===== config.mk =====
export PLATFORM = sky130hd
export DESIGN_NAME = mux2_reg
export DESIGN_NICKNAME = d
export VERILOG_FILES = /design/src/rtl/mux2_reg.sv
export SDC_FILE = /design/constraint.sdc
export NUM_CORES = 1
export LEC_CHECK = 0
export ABC_CLOCK_PERIOD_IN_PS = 1090
export CORE_AREA = 3 3 40 42
export CTS_CLUSTER_SIZE = 24
export DETAILED_ROUTE_END_ITERATION = 7
export DIE_AREA = 0 0 43 45
export GPL_ROUTABILITY_DRIVEN = 0
export MAX_ROUTING_LAYER = met4
export PLACE_DENSITY_LB_ADDON = 0.2
export SYNTH_ARGS = -nofsm -noshare
export SYNTH_HDL_FRONTEND = slang
export SYNTH_SLANG_ARGS = --single-unit

===== constraint.sdc =====
create_clock -name clk -period 1.09 [get_ports clk]
set_clock_uncertainty 0.15 [all_clocks]
set_input_delay 0.1635 -clock clk [delete_from_list [all_inputs] [get_ports clk]]
set_output_delay 0.1635 -clock clk [all_outputs]
set_load 0.02 [all_outputs]

===== src/rtl/mux2_reg.sv =====
// Registered 2:1 multiplexer with select-change pulse reporting.
// Optional build macro MUX2_SWITCH_CNT_EN adds a 16-bit switch counter output sw_cnt.
module mux2_reg #(
  parameter int unsigned WIDTH     = 1,
  parameter logic [63:0] RESET_VAL = 64'd0
) (
  input  logic             clk,
  input  logic             rst,
  input  logic             en,
  input  logic [WIDTH-1:0] a,
  input  logic [WIDTH-1:0] b,
  input  logic             s,
  output logic [WIDTH-1:0] out,
  output logic             sel_q,
`ifdef MUX2_SWITCH_CNT_EN
  output logic [15:0]      sw_cnt,
`endif
  output logic             sel_chg
);

  localparam logic [WIDTH-1:0] RST_OUT = RESET_VAL[WIDTH-1:0];

  logic [WIDTH-1:0] mux_d;
  logic [WIDTH-1:0] out_q, out_d;
  logic             sel_q_q, sel_d;
  logic             chg_q, chg_d;

`ifdef MUX2_SWITCH_CNT_EN
  logic [15:0]      cnt_q, cnt_d;
`endif

  assign mux_d = s ? b : a;

  // NOTE: every signal written here gets its default first, so no path leaves it unassigned and no latch is inferred.
  always_comb begin
    out_d = out_q;
    sel_d = sel_q_q;
    chg_d = 1'b0;
`ifdef MUX2_SWITCH_CNT_EN
    cnt_d = cnt_q;
`endif
    if (en) begin
      out_d = mux_d;
      sel_d = s;
      chg_d = (s != sel_q_q);
`ifdef MUX2_SWITCH_CNT_EN
      if (s != sel_q_q) cnt_d = cnt_q + 16'd1;
`endif
    end
  end

  // NOTE: state registers use non-blocking assignments so every register samples pre-edge values.
  always_ff @(posedge clk) begin
    if (rst) begin
      out_q   <= RST_OUT;
      sel_q_q <= 1'b0;
      chg_q   <= 1'b0;
`ifdef MUX2_SWITCH_CNT_EN
      cnt_q   <= 16'd0;
`endif
    end else begin
      out_q   <= out_d;
      sel_q_q <= sel_d;
      chg_q   <= chg_d;
`ifdef MUX2_SWITCH_CNT_EN
      cnt_q   <= cnt_d;
`endif
    end
  end

  assign out     = out_q;
  assign sel_q   = sel_q_q;
  assign sel_chg = chg_q;
`ifdef MUX2_SWITCH_CNT_EN
  assign sw_cnt  = cnt_q;
`endif

endmodule


# ---- Word level (Yosys, flattened, before mapping)
# Index checks and enable logic that the tools add are counted.
dict set report op_classes {
  n_lt_le_gt_ge 0
  n_eq_ne 1
  multipliers 0
  shift 0
  n_div 0
  reduce_logical 1
  n_bitwise 1
  muxes 1
  add_sub_neg 0
}
# op count
set ops {}
lappend ops {{$reduce_or 2->1} 1}
lappend ops {{$mux 1} 1}
lappend ops {{$ne 1x1->1} 1}
lappend ops {{$not 1->1} 1}
dict set report totals {
  ram_bits 0
  mem_count 0
  regBits 3
  latchBits 0
  out_inout_bits 3
  mem_bits_ro 0
}

# ---- Depth between registers and ports, before layout
dict set report depth {
  ltp_word 2
  depth_mapped 2
}

# ---- Worst setup path before layout
# Ideal clock, no wire load.
dict set report synth_path {
  path_kind {register to register}
  start {register sel_q_q, in the netlist sel_q}
  end {register chg_q, in the netlist sel_chg}
  slack_ns 0.164
  t_required_ns 0.860
  path_stages_with_launch 3
  arrival_ns 0.696
  synth_period_minus_slack_ns 0.926
  cell_sequence {dfxtp_1 xnor2_1 nor3b_1}
}
dict set report synth_via {
  elab_chain_cells 1
}
# element line_no
set synth_lines {}
lappend synth_lines {{from (decl)} 25} ;# logic sel_q_q, sel_d;
lappend synth_lines {{from (signal assigned)} 63} ;# sel_q_q <= sel_d;
lappend synth_lines {{$ne 1x1->1} 45} ;# chg_d = (s != sel_q_q);
lappend synth_lines {{to (signal assigned)} 64} ;# chg_q <= chg_d;
lappend synth_lines {{to (decl)} 26} ;# logic chg_q, chg_d;
# Every way passes these cells.
# A chain may end at the register's enable or synchronous reset.

# ---- Final worst setup path
dict set report layout_path {
  start {register out_q, in the netlist out}
  end {output port out}
}
# element line_no
set layout_rtl {}
lappend layout_rtl {{from (decl)} 24} ;# logic [WIDTH-1:0] out_q, out_d;
lappend layout_rtl {{from (signal assigned)} 62} ;# out_q <= out_d;
lappend layout_rtl {{to (decl)} 13} ;# output logic [WIDTH-1:0] out,
# No word-level cell between the ends.

==> out/results.ini <==
[outcome]
status=complete, no violations

[setup_path]
regToRegSetupSlack_ps=170
cp.depth=1
worstPathCellList=buf_2
start_kind=flip-flop
cp-endpoint=out
cpLargestDelayFamily=flip-flops
critPathArrivalTime_ps=720
worstReg2RegStart=sel_q
crit_path_end_kind=primary output
timing.critical_path.buf_inv=1
worst-setup-path-type=reg2out
r2r_cells=3
crit_path_max_fanout=2
startpoint=out
worstPathRequired_ps=780
cp_slowest_cell=dfxtp_1
critPathMaxStageDelay_ps=320
worst_r2r_endpoint=sel_chg

[worst_hold_path]
whs_path_depth=3
min_path_type=in2reg

[logic_synthesis]
netlist.top_cell.by_area=dfxtp_1
synth.most_common_cell=dfxtp_1
synth.area.top_cells=dfxtp_1 (52%), mux2i_1 (17%), a211oi_2 (11%)
synth_common_cells=dfxtp_1 (3), mux2i_1 (2), nor2_1 (2)
avgSynthCellArea_um2=11.64
synth_area_um2=116.4
async_reset_ff_share_pct=0
yosysUniqueCellTypes=6
synthFlopType=dfxtp_1
syn_inst=10
synth-warning-count=0
ys_seq_area_share_pct=51.61
synth.net_count=16
ys_seq_elements=3
synth-edff-count=0
synthDominantCellAreaShare_pct=51.61

[clock_tree]
htreeDepth=1
clkTransAtPathRegs_ps=40
clk_latency_ps=240
cts_buffers=3
cts_sinks=3
cts_buffer_depth=2
cts_tree=built
cts_root_buf=clkbuf_4

[global_route]
grt_max_degree=5
grt.total_usage_pct=4.884
grt_pass1_wl_um=579
antenna_found_initial=0
gr-total-overflow=0
grt_pass1_vias=125

[floorplanning]
dieHeight_um=45
initial_core_util_pct=9.056
io_pins=9
rows=13
core_area_um2=1285
dieArea_um2=1935
die-width_um=43

[timing]
period_needed_ps=1031
worst_slack_ps=58.53
finalSetupViolCount=0
slew_viol_final=0
slew_headroom_pct=87.57
fmax_ghz=0.9695
worstMarginPinSlew_ps=181.2
finalCritPeriodShare_pct=94.63
finalHoldViolations=0
worst_hold_slack_ps=262.9
grt_setup_unrepaired=no

[routing]
drt_iter0_drc=3
routed_via_density=3.263
drt-wirelength-per-cell_um=9.289
dr.pass1.iters=2
antenna_left=0
totalWireLength_um=353
drc_errors=0
num_vias=124

[job]
maxCapViolCount=0

[power]
powerDensity_nw_per_um2=1617
leakage_nw=0.1015
peakVddDrop_v=0.0005551

[placed_design]
port_buffers=8
pre_cts_slack_ps=-261.1

[finish]
drive_above_1_share_pct=34.78
num_antenna_cells=0
syn2layout_area_growth_pct=100.0
finalNetCount=30

-- metrics by stage --
step	util (%)	total power (W)	TNS [ps]	instances	cell area, µm²
4_1_cts	18.11	0.0003887	0	38	232.7
2_1_floorplan	-	0.0001460	0	10	116.4
3_3_place_gp	17.33	0.0001868	-864.9	34	222.7
3_5_place_dp	17.33	0.0001875	-900.5	34	222.7
6_report	18.11	0.0003762	0	38	232.7
5_1_grt	18.11	0.0003974	0	38	232.7
-- registers in the layout (all words and copies together), names as in the netlist --
signal	count
sel_q	1
out	1
sel_chg	1
-- final cells by class --
cell class              count  area (µm²)
multi-input cells           7       56.30
repair buffers              9       71.32
flip-flops and latches      3       60.06
well taps                  15       18.77
clock buffers               4       26.28
fillers                   145        1052
-- placed cells by master, fill, tap and decap left out, drive strengths merged --
cell and instances:
clkdlybuf4s50 4, nor2 2, mux2i 2, nor3b 1, dfxtp 3, a211oi 1
buf 4, dlygate4sd2 1, xnor2 1, clkbuf 4
-- kinds of logic (layout without fill, tap and decap cells) --
family	count (synthesis)	count (layout)	share of synthesized area [%]
flops	3	3	51.61
simple gates	3	3	12.91
mux	2	2	17.20
compound gates	1	1	10.75
xor+xnor	1	1	7.528
buf+inv	0	13	0
-- layer usage --
layer	part of all wire, %	vias up	GRT usage (%)
met5	0	-	-
met4	0	0	3.614
met3	8.2	0	5.578
met2	36	6	5.389
met1	56	57	4.567
li1	-	61	-
-- worst min-delay path, delay by kind of cell --
kind	cells	cell delay, ps
multiplexers	1	90
buffers and inverters	1	280
AND/OR/NAND/NOR	1	80
-- worst min-delay path by stage --
stage | to | startpoint
floorplan | out | rst
global placement | out | out
detailed placement | out | out
CTS | sel_q | s
global route | sel_q | s
finish | sel_q | s
-- what timing repair did --
| action | CTS | global route |
|---|---|---|
| resized for setup | 13 | 0 |
| setup endpoints to repair | 4 | 0 |
| setup buffers | 0 | 0 |
| hold buffers | 0 | 0 |
-- report_power, final --
part	switching, W	leakage (nW)	internal [W]	total (W)
clock network	0.0000616	0.0150	0.000137	0.000199
logic	0.0000258	0.0617	0.0000313	0.0000572
registers	0.00000271	0.0248	0.000117	0.000120
total	0.0000901	0.101	0.000286	0.000376
Power figures use the tool's default switching activity.
